`src/rtl/traffic_pkg.sv`:
```
// Shared definitions for the traffic light controller and its emergency request path.
package traffic_pkg;

  typedef enum logic [1:0] {
    IDLE      = 2'd0,
    EMG_MINOR = 2'd1,
    EMG_MAJOR = 2'd2
  } emg_state_e;

  localparam int unsigned MIN_HOLD_DEF = 5;
  localparam int unsigned MAX_HOLD_DEF = 60;
  localparam int unsigned CNT_W_DEF    = 8;

  // Phase durations in seconds used by the main controller.
  localparam int unsigned T_MAJOR_GREEN = 40;
  localparam int unsigned T_MINOR_GREEN = 20;
  localparam int unsigned T_YELLOW      = 5;

endpackage

```
`src/rtl/btn_sync_edge.sv`:
```
// Two-flop synchroniser for one raw switch plus an armed rising-edge detector.
module btn_sync_edge (
  input  logic clk_i,
  input  logic rst_i,
  input  logic btn_i,
  output logic rise_o
);

  logic       s1_q, s2_q, prev_q, armed_q, armed_d;
  logic [1:0] fill_q;

  // The sync flops hold reset zeros for two edges; only a genuinely sampled
  // low level may arm the detector, so a switch held across reset stays silent.
  assign armed_d = armed_q | (fill_q[1] & ~s2_q);
  assign rise_o  = s2_q & ~prev_q & armed_q;

  always_ff @(posedge clk_i or posedge rst_i) begin
    if (rst_i) begin
      s1_q    <= 1'b0;
      s2_q    <= 1'b0;
      prev_q  <= 1'b0;
      armed_q <= 1'b0;
      fill_q  <= 2'b00;
    end else begin
      s1_q    <= btn_i;
      s2_q    <= s1_q;
      prev_q  <= s2_q;
      armed_q <= armed_d;
      fill_q  <= {fill_q[0], 1'b1};
    end
  end

endmodule

```
`src/rtl/emergency_request_ctrl.sv`:
```
// Turns the S0/S1 emergency switches into mutually exclusive, time-bounded
// minor/major emergency requests for the traffic light controller.
module emergency_request_ctrl
  import traffic_pkg::*;
#(
  parameter int unsigned MIN_HOLD = MIN_HOLD_DEF,
  parameter int unsigned MAX_HOLD = MAX_HOLD_DEF,
  parameter int unsigned CNT_W    = CNT_W_DEF
) (
  input  logic             clk_1Hz,
  input  logic             rst,
  input  logic             btn_minor,
  input  logic             btn_major,
  output logic             minor_emergency,
  output logic             major_emergency,
  output logic [CNT_W-1:0] emg_remaining,
  output logic             timeout_pulse,
  output logic             reject_pulse,
  output emg_state_e       state_dbg
);

  localparam logic [CNT_W-1:0] CNT_MAX  = {CNT_W{1'b1}};
  localparam logic [CNT_W-1:0] MAX_LAST = CNT_W'(MAX_HOLD - 1);
  localparam logic [CNT_W-1:0] MIN_CNT  = CNT_W'(MIN_HOLD);
  localparam logic [CNT_W-1:0] MAX_CNT  = CNT_W'(MAX_HOLD);

  emg_state_e       state_q, state_d;
  logic [CNT_W-1:0] cnt_q, cnt_d, rem_q, rem_d;
  logic             rej_q, rej_d, to_q, to_d;
  logic             rise_minor, rise_major, own_rise, other_rise;

  btn_sync_edge u_sync_minor (
    .clk_i  (clk_1Hz),
    .rst_i  (rst),
    .btn_i  (btn_minor),
    .rise_o (rise_minor)
  );

  btn_sync_edge u_sync_major (
    .clk_i  (clk_1Hz),
    .rst_i  (rst),
    .btn_i  (btn_major),
    .rise_o (rise_major)
  );

  always_ff @(posedge clk_1Hz or posedge rst) begin
    if (rst) begin
      state_q <= IDLE;
      cnt_q   <= '0;
      rem_q   <= '0;
      rej_q   <= 1'b0;
      to_q    <= 1'b0;
    end else begin
      state_q <= state_d;
      cnt_q   <= cnt_d;
      rem_q   <= rem_d;
      rej_q   <= rej_d;
      to_q    <= to_d;
    end
  end

  always_comb begin
    state_d    = state_q;
    cnt_d      = cnt_q;
    rej_d      = 1'b0;
    to_d       = 1'b0;
    own_rise   = (state_q == EMG_MAJOR) ? rise_major : rise_minor;
    other_rise = (state_q == EMG_MAJOR) ? rise_minor : rise_major;
    case (state_q)
      IDLE: begin
        cnt_d = '0;
        if (rise_minor) begin
          state_d = EMG_MINOR;
          rej_d   = rise_major;
        end else if (rise_major) begin
          state_d = EMG_MAJOR;
        end
      end
      EMG_MINOR, EMG_MAJOR: begin
        // Auto-release wins over any rise in the same cycle; that rise is dropped.
        if (cnt_q == MAX_LAST) begin
          state_d = IDLE;
          cnt_d   = '0;
          to_d    = 1'b1;
        end else begin
          cnt_d = (cnt_q == CNT_MAX) ? cnt_q : cnt_q + CNT_W'(1);
          if (own_rise) begin
            if (cnt_q >= MIN_CNT) begin
              state_d = IDLE;
              cnt_d   = '0;
            end else begin
              rej_d = 1'b1;
            end
          end
          if (other_rise) rej_d = 1'b1;
        end
      end
      default: begin
        state_d = IDLE;
        cnt_d   = '0;
      end
    endcase
    rem_d = (state_d == IDLE) ? '0 : MAX_CNT - cnt_d;
  end

  assign minor_emergency = (state_q == EMG_MINOR);
  assign major_emergency = (state_q == EMG_MAJOR);
  assign emg_remaining   = rem_q;
  assign timeout_pulse   = to_q;
  assign reject_pulse    = rej_q;
  assign state_dbg       = state_q;

endmodule

```
`config.mk`:
```
export PLATFORM = sky130hd
export DESIGN_NAME = emergency_request_ctrl
export DESIGN_NICKNAME = d
export VERILOG_FILES = /design/src/rtl/traffic_pkg.sv /design/src/rtl/btn_sync_edge.sv /design/src/rtl/emergency_request_ctrl.sv
export SDC_FILE = /design/constraint.sdc
export NUM_CORES = 1
export LEC_CHECK = 0
export ABC_AREA = 1
export BUFFER_PORTS_ARGS = -buffer_cell sky130_fd_sc_hd__buf_2
export CORE_MARGIN = 4
export CORE_UTILIZATION = 50
export DETAILED_ROUTE_END_ITERATION = 6
export PLACE_DENSITY_LB_ADDON = 0.15
export SLEW_MARGIN = 20
export SYNTH_ARGS = -nofsm -noshare
export SYNTH_HDL_FRONTEND = slang
export SYNTH_SLANG_ARGS = --single-unit
```
`constraint.sdc`:
```
create_clock -name clk_1Hz -period 2.4 [get_ports clk_1Hz]
set_input_delay 0.48 -clock clk_1Hz [delete_from_list [all_inputs] [get_ports clk_1Hz]]
set_output_delay 0.48 -clock clk_1Hz [all_outputs]
set_load 0.01 [all_outputs]
```
======== Word-level counts from Yosys, hierarchy flattened ========
Cells that the tools add are included.
storage, ports and cells
  flip-flop bits (word level) ............. 32
  bits of input ports ..................... 4
  output and inout bits ................... 14
  logic and storage cells ................. 59
operators by class
  add/sub/neg operators ................... 2
  magnitude comparators ................... 1
  equal/unequal tests ..................... 4
  muxes and demuxes ....................... 22
  bitwise operators ....................... 12
  reduce and logical (&&, ||, !) cells .... 3
operator list
  kind                                                                                 number
  8-bit 2-to-1 mux                                                                     6
  2-bit 2-to-1 mux                                                                     5
  1-bit 2-to-1 mux                                                                     9
  8-bit by 1-bit adder with 8-bit output, second input constant                        1
  8-bit by 6-bit == test with 1-bit output, second input constant                      1
  8-bit == test, second input constant                                                 1
  8-bit by 3-bit greater-or-equal comparator with 1-bit output, second input constant  1
  6-bit by 8-bit subtractor with 8-bit output, first input constant                    1
  1-bit bitwise AND                                                                    6
  2-bit zero test                                                                      2
  1-bit NOT                                                                            4
  2-bit one-hot mux with 2 select lines                                                1
  2-bit by 1-bit == test with 1-bit output, second input constant                      1
  2-bit == test, second input constant                                                 1
  1-bit bitwise OR                                                                     2
  1-bit one-hot mux with 2 select lines                                                1
  2-bit OR reduction                                                                   1

======== Depth between registers and ports, before layout ========
Gate-level depths: netlist (run 1).
  word-level depth ........................ 9
  depth in mapped cells ................... 15

======== Hierarchy ========
Synthesis (run 1) repeated with hierarchy kept, for this count alone.
unflattened totals
  cell total of the unflattened synthesis .. 176
  area total of the unflattened synthesis .. 1,687.9 sq um
by module, submodules not included
  module                  times used  cells an instance  area an instance (sq um)  seq. area each (sq um)
  emergency_request_ctrl  1           148                1,322.5                   500.5
  btn_sync_edge           2           14                 182.7                     150.1

======== Worst setup path after synthesis (run 1) ========
OpenSTA, ideal clock, no wires.
  path type ............................... register to register
  start point ............................. register state_q[0], in the netlist state_dbg[0]
  end point ............................... register rem_q[6], in the netlist emg_remaining[6]
  library setup time ...................... 0.119 ns
  arrival ................................. 2.049 ns
  data required time ...................... 2.281 ns
  path slack .............................. 0.232 ns
  cell stages (with the launch flop) ...... 14
  buffers on the path ..................... 0
  clock period less this slack ............ 2.168 ns
  cell sequence ........................... dfrtp_1 > inv_1 > ha_1 > nand4_1 > o21ai_0 > nand2_2 > nand2_2 > nor2_1 > inv_1 > ha_1 > nor3_2 > nand3_1 > nand2_1 > nor2_1
on the way
  word-level cells in the longest chain between the ends .. 7
  elaborated cells on any way between the ends .. 17
RTL lines
  item                                             RTL line                       text
  from (decl)                                      emergency_request_ctrl.sv:27   emg_state_e state_q, state_d;
  from (signal assigned)                           emergency_request_ctrl.sv:54   state_q <= state_d;
  2-bit == test (*)                                --
  net major_emergency                              emergency_request_ctrl.sv:15   output logic major_emergency,
  1-bit 2-to-1 mux                                 emergency_request_ctrl.sv:67   own_rise = (state_q == EMG_MAJOR) ? rise_major : rise_minor;
  8-bit 2-to-1 mux                                 emergency_request_ctrl.sv:87   if (own_rise) begin
  8-bit 2-to-1 mux                                 emergency_request_ctrl.sv:81   if (cnt_q == MAX_LAST) begin
  8-bit 2-to-1 mux (*)                             emergency_request_ctrl.sv:69   case (state_q)
  net cnt_d[1]                                     emergency_request_ctrl.sv:28   logic [CNT_W-1:0] cnt_q, cnt_d, rem_q, rem_d;
  6-bit by 8-bit subtractor with 8-bit output (*)  emergency_request_ctrl.sv:103  rem_d = (state_d == IDLE) ? '0 : MAX_CNT - cnt_d;
  8-bit 2-to-1 mux (*)                             emergency_request_ctrl.sv:103
  net rem_d[6]                                     emergency_request_ctrl.sv:28
  to (signal assigned)                             emergency_request_ctrl.sv:56   rem_q <= rem_d;
  to (decl)                                        emergency_request_ctrl.sv:28
Mark *: on every way through the listed nets, which the timed path passes. The rest lies on a longest branch.

======== Worst setup path in the final report (run 1) ========
  start point ............................. register state_q[1], in the netlist state_dbg[1]
  end point ............................... register rem_q[6], in the netlist emg_remaining[6]
on the way
  word-level cells in the longest chain between the ends .. 7
  elaborated cells on any way between the ends .. 17
RTL lines
  item                                             RTL line
  2-bit == test                                    emergency_request_ctrl.sv:67, emergency_request_ctrl.sv:69
  1-bit 2-to-1 mux                                 emergency_request_ctrl.sv:67
  8-bit 2-to-1 mux                                 emergency_request_ctrl.sv:87
  8-bit 2-to-1 mux                                 emergency_request_ctrl.sv:81
  8-bit 2-to-1 mux (*)                             emergency_request_ctrl.sv:69
  net cnt_d[1]                                     emergency_request_ctrl.sv:28
  6-bit by 8-bit subtractor with 8-bit output (*)  emergency_request_ctrl.sv:103
  8-bit 2-to-1 mux (*)                             emergency_request_ctrl.sv:103
  net rem_d[6]                                     emergency_request_ctrl.sv:28
Marked as above.

==> impl_metrics.ini, run 1 <==
[setup_path]
data_arrival_time_of_the_critical_path_ps = 2450
worst-r2r-cell-count = 12
timing.critical_path.required_ps = 2620
critPathMaxFanout = 5
setup.worst_path.class = flop to flop
startpoint_type = flop
cp-end-kind = flop

[timing]
final_period_minus_worst_setup_slack_ps = 2220
drv_slew = 0
rsz_0062_raised_after_global_routing = no
finalHoldViolCount = 0
clock_skew_ps = 17.7
setup_violating_endpoint_count_in_the_final_report = 0
final.period_utilization = 0.927
max_freq_ghz = 0.449
fin_tns_setup_ps = 0

[floorplan]
coreArea_um2 = 3030
floorplan.initialDensity = 0.516
die_width_um = 63.9
floorplan.die_area_um2 = 4080
rows = 20
io-pin-count = 18
die_h_um = 63.9

[pwr]
power.switching_uw = 696
leakage_nw = 0.972
pwr-share-seq = 0.333
powerDensity_nw_per_um2 = 1040
total_power_mw = 1.92
power_switching_share = 0.362
irDropWorstVdd_uv = 612
p_comb_frac = 0.392
power_frac_clock = 0.275
p_int_mw = 1.23

[synth]
synthFlopType = dfrtp_1
yosysWarnings = 0
synth-seq-cells = 30
syn_avg_cell_area_um2 = 9.13
yosys.area.top_type = dfrtp_1
synth_cell_types = 29
post_synth_main_area_contributors = dfrtp_1, inv_1, ha_1
synthesis.instances = 171
synth.cell_area_um2 = 1560
synthDominantCellAreaShare = 0.481
synth_enable_flop_cells = 0
synthArstFlopShare = 1.00
synth.net_count = 183
share_of_synthesized_area_occupied_by_flip_flops_and_latches = 0.481

[routing]
dr.pass1.iters = 4
drc = 0
drt.antenna.violating_nets = 0
initialDrtViolationCount = 68
via_per_inst = 4.91
totalWireLength_um = 3000
avgRoutedWirePerCell_um = 12.3
dr_total_vias = 1199

[hold_path]
hold_path_class = input pin to asynchronous set/reset pin

[place]
total_of_buffers_placed_on_input_and_output_ports = 17
place_hpwl_um = 2330
place_congestion = 0.801

[finish]
drive_above_1_share = 0.285
antennaDiodeCount = 0
area_added_between_synthesis_and_finish_pct = 18.8
fin_nets = 211
utilization_after_layout = 0.612

[clock_network]
cts_hold_buf = 0
clk_pin_slew_worst_paths_ps = 110
ctsLongestPathBuffers = 2
clkLatencyLatePin_ps = 340
tritoncts = built
cts_inserted_buffers = 5
cts.sinks = 30
clock-root-buffer = clkbuf_4
cts_max_level = 2

[global_routing]
grt_first_pass_wirelength_um = 5100
grt_overflow_total = 0
globalRouteTotalUtil = 0.162
grt_start_max_net_pins = 31
first_global_vias = 1258
initial_antenna_violation_count = 0

[run_status]
status = finished clean

[job]
maxcap_viol_count = 0
[stage by stage]
step                      instance area (um2)  setup slack (ps)  hold WS, ps  cells
after global placement                   1720               224          333    234
after floorplan                          1560               232          331    171
after global routing                     1850              23.6          203    244
after CTS                                1830              82.0          189    242
after detailed placement                 1720               119          342    234
final                                    1850               175          192    244
[path summary, 6_finish.rpt]
kind	from	endpoint	slack, ps
min in group clk_1Hz	btn_major	u_sync_major.s1_q	250
max in group asynchronous	rst	cnt_q[0]	1920
max	state_dbg[1]	emg_remaining[6]	180
max reg2reg	state_dbg[1]	emg_remaining[6]	180
min reg2reg	u_sync_minor.s1_q	u_sync_minor.s2_q	360
min	rst	u_sync_major.armed_q	190
[Yosys cell counts (2+ instances only)]
cell,n
nand3_1,10
ha_1,8
nor2_1,17
xor2_1,3
o21ai_0,9
nor2_4,3
o21bai_1,3
nand2_2,6
nand3_2,3
inv_2,4
dfrtp_1,30
a21oi_2,2
inv_1,27
a21oi_1,7
nand4_2,2
nand2_1,24
[cells by family (layout without fill, tap and decap cells)]
| family | count (synthesis) | after routing | synth area share |
|---|---|---|---|
| simple gates | 73 | 73 | 0.264 |
| buf+inv | 31 | 60 | 0.0745 |
| flops | 30 | 30 | 0.481 |
| compound gates | 24 | 24 | 0.0913 |
| fa+ha+maj | 8 | 8 | 0.0641 |
| xor+xnor | 4 | 4 | 0.0224 |
| other cells | 1 | 1 | 0.00240 |
[worst max-delay path, cell delays in order (launching register included)]
cell and delay, ps:
dfrtp_1 440, inv_1 110, ha_1 330, inv_1 110, nor2_8 130, nand2_2 100
nor2_2 140, inv_1 60, ha_1 240, nor3_4 240, nand3_1 100, nand2_1 70
nor2_1 40
[per-layer routing]
layer,up-vias,part of all wire,wire (um),GRT usage
li1,596,-,-,-
met1,563,0.44,1320,0.183
met2,29,0.48,1440,0.271
met3,11,0.051,154,0.0527
met4,0,0.027,82,0.0863
met5,-,0,0,0
[cells in the final DEF (no fill, tap or decap), drive strengths merged]
master	Yosys	final
buf	0	21
o21a	1	1
dfrtp	30	30
o22ai	1	1
nor3	2	2
nand2	31	31
a21oi	9	9
nand3	14	14
ha	8	8
o21bai	3	3
inv	31	31
conb	1	1
nor2	22	22
xnor2	1	1
o21ai	9	9
nand4	3	3
bufinv	0	2
clkbuf	0	6
and2	1	1
xor2	3	3
a21o	1	1
[repair_timing]
item / 4_1_cts / 5_1_grt
endpoints found under the setup margin: 0 / 2
setup buffers: 0 / 2
resized for setup: 0 / 3
[flip-flops by register name (all words and copies together), names as in the netlist, 2 cells and up]
register,cells
cnt_q,8
state_dbg,2
emg_remaining,8
u_sync_major.fill_q,2
[power groups by stage]
stage	Combinational [mW]	Sequential, mW	Clock, mW
floorplan	0.478	0.675	0
finish	0.754	0.641	0.529
global placement	0.703	0.647	0
CTS	0.731	0.644	0.542
global route	0.836	0.653	0.566
detailed placement	0.726	0.651	0
[area by class of cell]
class / instances / area, um2
timing repair buffer: 21 / 115
clock inverter: 2 / 60.1
multi-input combinational: 110 / 706
inverter: 31 / 116
sequential: 30 / 751
fill: 276 / 1170
tap: 44 / 55.1
clock buffer: 6 / 51.3
Power figures use the tool's default switching activity.
==> inputs of run 2 (changes only) <==
--- a/config.mk
+++ b/config.mk
@@ -9,9 +9,12 @@
 export BUFFER_PORTS_ARGS = -buffer_cell sky130_fd_sc_hd__buf_2
 export CORE_MARGIN = 4
 export CORE_UTILIZATION = 50
+export CTS_CLUSTER_SIZE = 8
 export DETAILED_ROUTE_END_ITERATION = 6
 export PLACE_DENSITY_LB_ADDON = 0.15
+export SKIP_LAST_GASP = 1
 export SLEW_MARGIN = 20
 export SYNTH_ARGS = -nofsm -noshare
 export SYNTH_HDL_FRONTEND = slang
+export SYNTH_HIERARCHICAL = 1
 export SYNTH_SLANG_ARGS = --single-unit
==> run 2 against run 1 <==
Effect of this change:
- wire length rose by 0.53%
- register-to-register slack improved by 30 ps
- largest power group unchanged
- global-route usage rose by 0.27 points
- non-clock buffer count fell by 1
- total power rose by 3.5%
- hold slack got worse by 150 ps
==> impl_metrics.ini, run 2 <==
[floorplan]
rows = 20
die_width_um = 66.1
coreArea_um2 = 3150
floorplan.initialDensity = 0.535
floorplan.die_area_um2 = 4370
die_h_um = 66.1
io-pin-count = 18

[pwr]
p_int_mw = 1.18
power_switching_share = 0.407
leakage_nw = 1.02
irDropWorstVdd_uv = 720
power.switching_uw = 810
powerDensity_nw_per_um2 = 1030
p_comb_frac = 0.447
power_frac_clock = 0.211
pwr-share-seq = 0.342

[synth]
synth.cell_area_um2 = 1690
synthesis.instances = 176
synth.net_count = 188
syn_avg_cell_area_um2 = 9.59
yosysWarnings = 6
synthDominantCellAreaShare = 0.474
synth_compound_area_frac = 0.0719
fraction_of_the_mapped_netlist_area_in_simple_logic_gates = 0.289
synth.area.mux_share = 0.00593
synthTopCellsByCount = inv_1, dfrtp_1, nand2_1
share_of_synthesized_area_occupied_by_flip_flops_and_latches = 0.474
post_synth_fa_ha_maj_area_fraction = 0.0593
combinational_family_with_the_most_area_after_synthesis = simple AND/OR/NAND/NOR gates
synth_enable_flop_cells = 0
synth_cell_types = 31
synthFlopType = dfrtp_1
yosys.cell_count.top_type = inv_1
yosys.area.top_type = dfrtp_1
synthArstFlopShare = 1.00
post_synthesis_share_of_cell_area_spent_on_xor_and_xnor_gates = 0.0104
post_synth_main_area_contributors = dfrtp_1, inv_1, nand2_1
synth-seq-cells = 32

[clock_network]
clkLatencyLatePin_ps = 330
clock-root-buffer = clkbuf_4
cts_max_level = 2
cts.sinks = 32
ctsLongestPathBuffers = 2
tritoncts = built
cts_inserted_buffers = 5
clk_pin_slew_worst_paths_ps = 110
cts_hold_buf = 0

[job]
maxcap_viol_count = 0

[timing]
setup_violating_endpoint_count_in_the_final_report = 0
holdWs_ps = 46.0
final.period_utilization = 0.913
rel_slew_slack = 0.465
clock_skew_ps = 7.43
fin_tns_setup_ps = 0
finalHoldViolCount = 0
final_period_minus_worst_setup_slack_ps = 2190
max_freq_ghz = 0.456
worst_slew_pin_slew_ps = 801
drv_slew = 0
rsz_0062_raised_after_global_routing = no

[finish]
layout.cells.most_common_list = inv_1, dfrtp_1, nand2_1, buf_2
nFillCells = 283
fin_nets = 214
area_added_between_synthesis_and_finish_pct = 14.5
most_frequent_standard_cell_in_the_layout_excluding_fill_and_tap_cells = inv_1
drive_above_1_share = 0.305
regArea_um2 = 801
multiInputGateArea_um2 = 753
antennaDiodeCount = 0

[setup_path]
critPathMaxFanout = 7
cp-end-kind = flop
data_arrival_time_of_the_critical_path_ps = 2450
timing.critical_path.required_ps = 2650
startpoint_type = flop
setup.worst_path.class = flop to flop

[routing]
avgRoutedWirePerCell_um = 12.2
totalWireLength_um = 3010
dr.pass1.iters = 4
drt.antenna.violating_nets = 0
dr_total_vias = 1172
initialDrtViolationCount = 67
drc = 0
via_per_inst = 4.74

[global_routing]
grt_start_max_net_pins = 21
initial_antenna_violation_count = 0
grt_overflow_total = 0
first_global_vias = 1165
grt_first_pass_wirelength_um = 5410
globalRouteTotalUtil = 0.165

[run_status]
status = finished clean

[place]
total_of_buffers_placed_on_input_and_output_ports = 17
place_hpwl_um = 2280
place_congestion = 0.902

[hold_path]
hold_path_class = input pin to asynchronous set/reset pin
-- run 2: worst paths after layout --
| check | slack (ps) | start | endpoint | cells after the start |
|---|---|---|---|---|
| setup / recovery | 210 | state_dbg[0] | emg_remaining[4] | 11 |
| max in group asynchronous | 1600 | rst | emg_remaining[2] | 2 |
| hold / removal | 50 | rst | u_sync_minor/s2_q | 2 |
| setup reg to reg | 210 | state_dbg[0] | emg_remaining[4] | 11 |
| min in group clk_1Hz | 240 | btn_minor | u_sync_minor/s1_q | 1 |
| hold reg to reg | 360 | u_sync_minor/s1_q | u_sync_minor/s2_q | 0 |
-- run 2: critical path, stage by stage (launching register included) --
cell and delay, ps:
dfrtp_1 400, inv_1 110, ha_1 330, inv_1 110, nor2_8 140, nand2_4 100, nor2_1 150, inv_1 60
ha_1 240, nor3_4 250, o21ai_1 90, a21oi_1 130
-- run 2: kinds of logic (layout without fill, tap and decap cells) --
logic type / count (synthesis) / in the layout
adder cells (fa/ha/maj): 8 / 8
AND/OR/NAND/NOR: 76 / 76
flip-flops: 32 / 32
other: 2 / 2
multiplexers: 1 / 1
buffers and inverters: 36 / 63
XOR/XNOR: 2 / 2
AO/OA/AOI/OAI: 19 / 19
-- run 2: layer usage --
metal  vias up  global-route usage  share of wire  wire, um
met5         -                   0              0         0
met4         0              0.0508         0.0076        23
met3         4              0.0476          0.045       137
met2        24               0.249           0.48      1450
met1       548               0.228           0.47      1400
li1        596                   -              -         -
-- run 2: layout make-up --
cell class,instances,area share
clock buffer,5,0.0194
clock inverter,3,0.0240
multi-input combinational,108,0.390
tap,44,0.0285
timing repair buffer,20,0.0557
inverter,35,0.0680
sequential,32,0.415
-- run 2: power groups by stage --
stage                     sequential (mW)  clock (mW)  combinational, mW
after floorplan                     0.718           0              0.612
after global placement              0.687           0              0.848
after detailed placement            0.691           0              0.855
after CTS                           0.682       0.442              0.878
after global routing                0.694       0.468               1.00
final                               0.681       0.421              0.891
-- run 2: timing repair --
action / in CTS / in global routing
setup endpoints to repair: 0 / 2
setup buffers: 0 / 1
gates resized for setup: 0 / 3
-- run 2: stage by stage --
step	area, um2	power, mW	setup WS [ps]	std cells	util
2_1_floorplan	1690	1.33	173	176	-
5_1_grt	1930	2.17	6.20	247	0.613
3_5_place_dp	1830	1.55	194	238	0.581
6_report	1930	1.99	209	247	0.613
4_1_cts	1920	2.00	164	246	0.608
3_3_place_gp	1830	1.54	204	238	0.581
